$ cat config.mk
export PLATFORM = sky130hd
export DESIGN_NAME = seq_approx_divider
export DESIGN_NICKNAME = d
export VERILOG_FILES = /design/src/rtl/seq_div_pkg.sv /design/src/rtl/approx_sub_cell.sv /design/src/rtl/seq_approx_divider.sv
export SDC_FILE = /design/constraint.sdc
export NUM_CORES = 1
export LEC_CHECK = 0
export ABC_AREA = 1
export BUFFER_PORTS_ARGS = -buffer_cell sky130_fd_sc_hd__clkbuf_2
export CELL_PAD_IN_SITES_DETAIL_PLACEMENT = 1
export CELL_PAD_IN_SITES_GLOBAL_PLACEMENT = 1
export CORE_MARGIN = 8
export CORE_UTILIZATION = 40
export CTS_CLUSTER_SIZE = 20
export DETAILED_ROUTE_END_ITERATION = 10
export PLACE_DENSITY_LB_ADDON = 0.1
export RECOVER_POWER = 25
export SETUP_SLACK_MARGIN = 0.15
export SYNTH_ARGS = -nofsm -noshare
export SYNTH_HDL_FRONTEND = slang
export SYNTH_HIERARCHICAL = 1
export SYNTH_SLANG_ARGS = --single-unit
$ cat constraint.sdc
create_clock -name clk -period 5.4 [get_ports clk]
set_clock_uncertainty 0.05 [all_clocks]
set_input_delay 0.54 -clock clk [delete_from_list [all_inputs] [get_ports clk]]
set_output_delay 0.54 -clock clk [all_outputs]
set_load 0.02 [all_outputs]
$ cat src/rtl/seq_div_pkg.sv
// Shared types and default widths for the sequential approximate divider.
package seq_div_pkg;

  localparam int DEF_D_W         = 8;
  localparam int DEF_APPROX_ROWS = 2;

  typedef enum logic [1:0] {
    IDLE = 2'd0,
    CALC = 2'd1,
    DONE = 2'd2
  } state_t;

endpackage

$ cat src/rtl/approx_sub_cell.sv
// Approximate one-bit subtractor cell: cheaper logic with a deliberately
// inexact difference and borrow.
module approx_sub_cell (
  input  logic x,
  input  logic y,
  input  logic bin,
  output logic diff,
  output logic bout
);

  assign diff = (x & ~y) | ((x | y) & ~bin);
  assign bout = ~(x ^ y ^ bin);

endmodule

$ cat src/rtl/seq_approx_divider.sv
// Radix-2 restoring divider, one quotient bit per cycle, MSB first.
// SEQ_DIV_APPROX_EN enables approximate subtractor cells on the lowest APPROX_ROWS steps.
module seq_approx_divider
  import seq_div_pkg::*;
#(
  parameter int D_W         = DEF_D_W,
  parameter int N_W         = 2 * D_W,
  parameter int APPROX_ROWS = DEF_APPROX_ROWS
) (
  input  logic           clk,
  input  logic           rst_n,
  input  logic           in_valid,
  output logic           in_ready,
  input  logic [N_W-1:0] n,
  input  logic [D_W-1:0] d,
  output logic           out_valid,
  input  logic           out_ready,
  output logic [D_W-1:0] q,
  output logic [D_W-1:0] r,
  output logic           dz
);

`ifdef SEQ_DIV_APPROX_EN
  localparam bit APPROX_EN = 1'b1;
`else
  localparam bit APPROX_EN = 1'b0;
`endif

  localparam int CW = $clog2(D_W + 1);

  state_t         state, state_nxt;
  logic [D_W-1:0] n_lo;   // remaining low dividend bits, next one at MSB
  logic [D_W-1:0] d_reg;
  logic [D_W-1:0] rem;
  logic [D_W-1:0] quo;
  logic [CW-1:0]  cnt;    // steps left; cnt==0 is the hand-off cycle into DONE
  logic           dz_reg;

  logic [D_W:0]   w;
  logic [D_W-1:0] diff_ex, diff_ap, diff;
  logic [D_W:0]   b_ex, b_ap;
  logic           use_ap, bo, qbit;

  assign w = {rem, n_lo[D_W-1]};

  assign b_ex[0] = 1'b0;
  assign b_ap[0] = 1'b0;

  // Both borrow chains are built; the step index picks which one commits.
  for (genvar i = 0; i < D_W; i++) begin : g_col
    assign diff_ex[i]  = w[i] ^ d_reg[i] ^ b_ex[i];
    assign b_ex[i+1]   = (~w[i] & d_reg[i]) | (~(w[i] ^ d_reg[i]) & b_ex[i]);

    approx_sub_cell u_cell (
      .x    (w[i]),
      .y    (d_reg[i]),
      .bin  (b_ap[i]),
      .diff (diff_ap[i]),
      .bout (b_ap[i+1])
    );
  end

  // Current step k = cnt-1, so k < APPROX_ROWS is cnt <= APPROX_ROWS.
  assign use_ap = APPROX_EN && (int'(cnt) <= APPROX_ROWS);
  assign diff   = use_ap ? diff_ap : diff_ex;
  assign bo     = use_ap ? b_ap[D_W] : b_ex[D_W];
  assign qbit   = w[D_W] | ~bo;

  always_ff @(posedge clk or negedge rst_n) begin
    if (!rst_n) state <= IDLE;
    else        state <= state_nxt;
  end

  always_comb begin
    state_nxt = state;
    in_ready  = 1'b0;
    out_valid = 1'b0;
    case (state)
      IDLE: begin
        in_ready = 1'b1;
        if (in_valid) state_nxt = CALC;
      end
      CALC: begin
        if (cnt == '0) state_nxt = DONE;
      end
      DONE: begin
        out_valid = 1'b1;
        if (out_ready) state_nxt = IDLE;
      end
      default: state_nxt = IDLE;
    endcase
  end

  always_ff @(posedge clk or negedge rst_n) begin
    if (!rst_n) begin
      n_lo   <= '0;
      d_reg  <= '0;
      rem    <= '0;
      quo    <= '0;
      cnt    <= '0;
      dz_reg <= 1'b0;
    end else begin
      case (state)
        IDLE: begin
          if (in_valid) begin
            n_lo   <= n[D_W-1:0];
            rem    <= n[N_W-1:D_W];
            d_reg  <= d;
            dz_reg <= (d == '0);
            cnt    <= CW'(D_W);
          end
        end
        CALC: begin
          if (cnt != '0) begin
            rem  <= qbit ? diff : w[D_W-1:0];
            quo  <= {quo[D_W-2:0], qbit};
            n_lo <= {n_lo[D_W-2:0], 1'b0};
            cnt  <= cnt - CW'(1);
          end
        end
        default: ;
      endcase
    end
  end

  assign q  = quo;
  assign r  = rem;
  assign dz = dz_reg;

endmodule

==> Word level (Yosys, flattened, before mapping) <==
Cells that the tools add are included.
{ "word_totals": {"output_inout_bits": 19, "input_bits": 28, "regBits": 39} }
{ "op_classes": {"n_eq_ne": 6, "bitwise": 54, "n_mux": 16, "addsub": 1, "n_reduce_logical": 9} }
{ "ops": {"columns": ["op", "count"], "rows": [
  ["$mux 8", 5],
  ["$pmux 8 s2", 2],
  ["$not 1->1", 16],
  ["$and 1x1->1", 15],
  ["$xor 1x1->1", 15],
  ["$logic_not 8->1", 1],
  ["$mux 4", 2],
  ["$ne 2x2->1 const B", 4],
  ["$or 1x1->1", 8],
  ["$pmux 4 s2", 1],
  ["$mux 2", 3],
  ["$pmux 2 s3", 1],
  ["$reduce_and 3->1", 2],
  ["$logic_not 4->1", 1],
  ["$reduce_and 2->1", 2],
  ["$reduce_bool 4->1", 1],
  ["$sub 4x1->4 const B", 1],
  ["$eq 2x1->1 const B", 1],
  ["$eq 2x2->1 const B", 1],
  ["$logic_not 2->1", 1],
  ["$mux 1", 2],
  ["$reduce_bool 2->1", 1]
]} }

==> Depth between registers and ports, before layout <==
{ "depth": {"depth_word": 21, "depth_mapped": 16, "ltp_nobuf": 15} }

==> Worst setup path after synthesis <==
Ideal clock, no wire load.
{ "synth_timing": {"path_kind": "register -> register", "from": "reg rem[0], in the netlist r[0]", "to": "reg rem[7], in the netlist r[7]", "stages_incl_launch_ff": 16, "synth_period_minus_slack_ns": 3.936, "setup_slack_ns": 1.464, "path_buffers": 1, "setup_ns": 0.117, "t_arrival_ns": 3.769, "cell_sequence": "dfrtp_1 inv_1 fa_1 fa_1 fa_1 fa_1 fa_1 fa_1 fa_1 buf_2 nand2_2 nand2_1 nand3_1 nand2_1 nand2_1 nand2_1"} }
{ "synth_between": {"elab_chain_cells": 21, "word_cells_on_any_way": 24, "classes_between": "3 x mux; 21 x bitwise"} }
{ "synth_rtl": {"columns": ["element", "line", "text"], "rows": [
  ["start: declaration", "seq_approx_divider.sv:34", "logic [D_W-1:0] rem;"],
  ["start signal: assignment", "seq_approx_divider.sv:107", "rem <= n[N_W-1:D_W];"],
  ["start signal: assignment", "seq_approx_divider.sv:115", "rem <= qbit ? diff : w[D_W-1:0];"],
  ["$xor 1x1->1", null, null],
  ["$not 1->1", "seq_approx_divider.sv:52", "assign b_ex[i+1] = (~w[i] & d_reg[i]) | (~(w[i] ^ d_reg[i]) & b_ex[i]);"],
  ["$and 1x1->1", "seq_approx_divider.sv:52", null],
  ["$or 1x1->1 (*)", "seq_approx_divider.sv:52", null],
  ["$and 1x1->1 (*)", "seq_approx_divider.sv:52", null],
  ["$or 1x1->1 (*)", "seq_approx_divider.sv:52", null],
  ["$and 1x1->1 (*)", "seq_approx_divider.sv:52", null],
  ["$or 1x1->1 (*)", "seq_approx_divider.sv:52", null],
  ["(+5 left out)", null, null],
  ["$or 1x1->1 (*)", "seq_approx_divider.sv:52", null],
  ["$and 1x1->1", "seq_approx_divider.sv:52", null],
  ["$or 1x1->1", "seq_approx_divider.sv:52", null],
  ["$not 1->1", "seq_approx_divider.sv:67", "assign qbit = w[D_W] | ~bo;"],
  ["$or 1x1->1", "seq_approx_divider.sv:67", null],
  ["$mux 8 (*)", "seq_approx_divider.sv:115", null],
  ["$mux 8 (*)", "seq_approx_divider.sv:114", "if (cnt != '0) begin"],
  ["$pmux 8 s2 (*)", "seq_approx_divider.sv:103", "case (state)"]
]} }
Mark *: on every way between the ends. The rest lies on a longest branch, timed or not. The select of a mux whose other input is x is not followed.
A chain may end at the register's enable or synchronous reset.

==> Final worst setup path <==
{ "layout_timing": {"from": "reg n_lo[7]", "to": "reg rem[7], in the netlist r[7]"} }
{ "layout_between": {"elab_chain_cells": 21, "word_cells_on_any_way": 22, "classes_between": "3 x mux; 19 x bitwise"} }
{ "layout_rtl": {"columns": ["element", "line", "text"], "rows": [
  ["start: declaration", "seq_approx_divider.sv:32", "logic [D_W-1:0] n_lo;"],
  ["start signal: assignment", "seq_approx_divider.sv:106", "n_lo <= n[D_W-1:0];"],
  ["start signal: assignment", "seq_approx_divider.sv:117", "n_lo <= {n_lo[D_W-2:0], 1'b0};"],
  ["$not 1->1 (*)", "seq_approx_divider.sv:52", null],
  ["$and 1x1->1 (*) (2 in series)", "seq_approx_divider.sv:52", null],
  ["$or 1x1->1 (*)", "seq_approx_divider.sv:52", null],
  ["$and 1x1->1 (*)", "seq_approx_divider.sv:52", null],
  ["$or 1x1->1 (*)", "seq_approx_divider.sv:52", null],
  ["$and 1x1->1 (*)", "seq_approx_divider.sv:52", null],
  ["$or 1x1->1 (*)", "seq_approx_divider.sv:52", null],
  ["$and 1x1->1 (*)", "seq_approx_divider.sv:52", null],
  ["(+4 left out)", null, null],
  ["$or 1x1->1 (*)", "seq_approx_divider.sv:52", null],
  ["$and 1x1->1", "seq_approx_divider.sv:52", null],
  ["$or 1x1->1", "seq_approx_divider.sv:52", null],
  ["$not 1->1", "seq_approx_divider.sv:67", null],
  ["$or 1x1->1", "seq_approx_divider.sv:67", null],
  ["$mux 8 (*)", "seq_approx_divider.sv:115", null],
  ["$mux 8 (*)", "seq_approx_divider.sv:114", null],
  ["$pmux 8 s2 (*)", "seq_approx_divider.sv:103", null]
]} }
Marks and branches as above.

==> summary.md <==
| Metric | Value |
|---|---|
| Hold_sp | `out_ready` |
| Layout area overhead | `16.0%` |
| RD Place Congestion | `0.757` |
| IO Count | `47` |
| Pwr Density | `746 nW/um^2` |
| Worst Hold Depth | `2` |
| Reg-to-Reg End | `r[7]` |
| Required time worst endpoint | `5.54 ns` |
| Commonest non-fill, non-tap cell in the layout | `nand2_1` |
| Hold Vio Cnt, Final | `0` |
| Crit path max fanout | `9` |
| Setup_tns | `0 ns` |
| R2R setup slack | `1.11 ns` |
| Max-slew violation count | `40` |
| Fraction of layout cells with a size suffix above 1 | `22.9%` |
| Starting Density | `41.5%` |
| CTS Root Cell | `clkbuf_8` |
| FF-to-FF Start | `n_lo[7]` |
| Die W | `89.0 um` |
| Clock power frac | `11.9%` |
| Largest family of logic cells by synthesized area | `simple AND/OR/NAND/NOR gates` |
| Grt total ovfl | `0` |
| Core region area | `5140 sq um` |
| Vias in the first global route | `1924` |
| Slew @ Worst Pin | `2.19 ns` |
| Ys Warns | `6` |
| Rel. slew slack | `-45.8%` |
| Longest Clk Path Bufs | `2` |
| Worst-skew pair later-pin latency | `0.29 ns` |
| Area after DPL | `2380 sq um` |
| Port Buffer Count | `46` |
| Distinct cells, synth | `24` |
| Worst VDD drop | `0.313 mV` |
| Pleak | `1.34 nW` |
| Pwr Total | `1.85 mW` |
| Design area | `2470 sq um` |
| Hold_buf cts | `0` |
| Min Tclk post-route | `4.29 ns` |
| Clock transition at path regs | `0.08 ns` |
| PostCTS Resize Cnt | `0` |
| FF-to-FF path depth | `15` |
| Antenna Nets Post-Route | `0` |
| Die area | `7920 sq um` |
| Critical path endpoint category | `register` |
| Vias/cell | `4.74` |
| Via count | `1759` |
| Wire per inst | `14.1 um` |
| Failing checks | `max-capacitance violations, max-slew violations` |
| Setup Fix Bufs, Post-CTS | `0` |
| Fmax | `233 MHz` |
| NetSw | `0.928 mW` |
| Clk sink count | `39` |
| Total CTS buffers | `5` |
| Sw frac | `50.3%` |
| GRT Total Usage | `14.8%` |
| Post-Synth Simple-Gate Area | `28.6%` |
| Combinational Power Share | `59.6%` |
| Mux cell area share after synthesis | `0%` |
| Drt first pass iters | `4` |
| Net Count, Synth | `294` |
| Hold Crit Endpoint | `state[1]` |
| Most frequent cells in the layout | `nand2_1 (95), clkbuf_2 (45), dfrtp_1 (39)` |
| Largest net degree at the start of global routing | `40` |
| RSZ-0062 raised after global routing | `false` |
| Count of final setup violators | `0` |
| Rows | `26` |
| # DRC | `0` |
| Post-synthesis xor/xnor area fraction | `0.411%` |
| H-tree depth | `2` |
| Synth Area per Inst | `8.33 sq um` |
| Setup Crit Path Kind | `register to register` |
| Final Net Count | `338` |
| WL final | `5230 um` |
| 1st-iter DRT viols | `55` |
| Status | `finished, violations left` |
| Sequential fraction of the synthesis area | `45.8%` |
| Initial antenna violation count | `0` |
| Hpwl dp | `3820 um` |
| Compound-cell area share of the yosys netlist | `7.98%` |
| Final period util | `79.4%` |
| First-pass GRT wire length | `9030 um` |
| Critical path data arrival time | `4.42 ns` |
| Diode count | `0` |
| Synthesized area | `2130 sq um` |
| HP Class | `input port to register` |
| Crit path launch type | `register` |
| #FFs+latches synth | `39` |
| Max_cap viols | `1` |
| Adder-cell share of the synthesized area | `8.33%` |
| Pint | `0.917 mW` |
| Die Height | `89.0 um` |
| Power share of the sequential group | `28.5%` |
| Post-Synthesis Cells | `256` |
| CTS tree | `done` |
==> per-stage QoR <==
step,hold slack [ns],worst slack [ns],util (%),cells
final,0.407,1.11,48.1,371
after global routing,0.394,0.902,48.1,371
after CTS,0.386,1.11,48.2,371
after floorplan,0.194,1.46,-,256
after detailed placement,0.424,1.14,46.3,363
after global placement,0.414,1.28,46.3,363
==> power groups by stage <==
stage	sequential [mW]	combinational [mW]	clock, mW
floorplan	0.580	0.810	0
global placement	0.530	1.09	0
detailed placement	0.534	1.12	0
CTS	0.529	1.13	0.228
global route	0.543	1.26	0.239
finish	0.525	1.10	0.219
==> synthesized netlist by cell type <==
cell type	n	share of area (%)
nand4_1	1	0.29
dfrtp_1	39	46
nand2_8	1	0.94
nand2_1	95	17
nand2_2	1	0.29
o21ai_0	14	3.3
inv_2	1	0.18
xnor2_1	1	0.41
nand3_2	1	0.47
nand3_1	29	6.8
nor2_2	1	0.29
o22ai_1	1	0.29
nand2_4	3	1.6
buf_2	5	1.2
a21oi_1	1	0.23
fa_1	7	6.6
buf_6	4	2.1
o21ai_1	2	0.47
o21ai_2	9	3.7
inv_4	1	0.29
nor2_1	7	1.2
inv_1	28	4.9
clkinv_1	1	0.18
ha_1	3	1.8
==> worst max-delay path, stage by stage (launching register included) <==
cell and delay (ns):
dfrtp_1 0.32, inv_1 0.07, ha_1 0.21, fa_1 0.38, fa_1 0.39, fa_1 0.40, fa_1 0.39, fa_1 0.40
fa_1 0.42, fa_1 0.54, nand2_2 0.23, nand2_1 0.09, nand3_1 0.10, nand2_1 0.06, nand2_1 0.06, nand2_1 0.06
==> kinds of logic (layout without fill, tap and decap cells) <==
family	count (synthesis)	in the layout
AO/OA/AOI/OAI	27	27
flip-flops	39	39
AND/OR/NAND/NOR	139	139
buffers and inverters	40	85
XOR/XNOR	1	1
adder cells (fa/ha/maj)	10	10
==> per-layer routing <==
| metal | GRT usage (%) | vias to the layer above | routed length, um | share of wire [%] |
|---|---|---|---|---|
| li1 | - | 885 | - | - |
| met1 | 17.2 | 827 | 2280 | 44 |
| met2 | 25.4 | 38 | 2610 | 50 |
| met3 | 3.40 | 9 | 239 | 4.6 |
| met4 | 6.04 | 0 | 97 | 1.9 |
| met5 | 0 | - | 0 | 0 |
==> area by class of cell <==
cell class | count | area (sq um)
clock buffers | 8 | 100
flip-flops and latches | 39 | 976
repair buffers | 46 | 229
multi-input cells | 177 | 962
inverters | 31 | 119
well taps | 70 | 87.6
fillers | 665 | 2670
==> how the worst max path moves through the flow <==
| stage | endpoint | startpoint | cells past startpoint | slack (ns) |
|---|---|---|---|---|
| floorplan | r[7] | r[0] | 15 | 1.46 |
| global placement | r[1] | n_lo[7] | 15 | 1.28 |
| detailed placement | r[1] | n_lo[7] | 15 | 1.14 |
| CTS | r[7] | n_lo[7] | 15 | 1.11 |
| global route | r[1] | n_lo[7] | 15 | 0.90 |
| finish | r[7] | n_lo[7] | 15 | 1.11 |
Power figures use the tool's default switching activity.
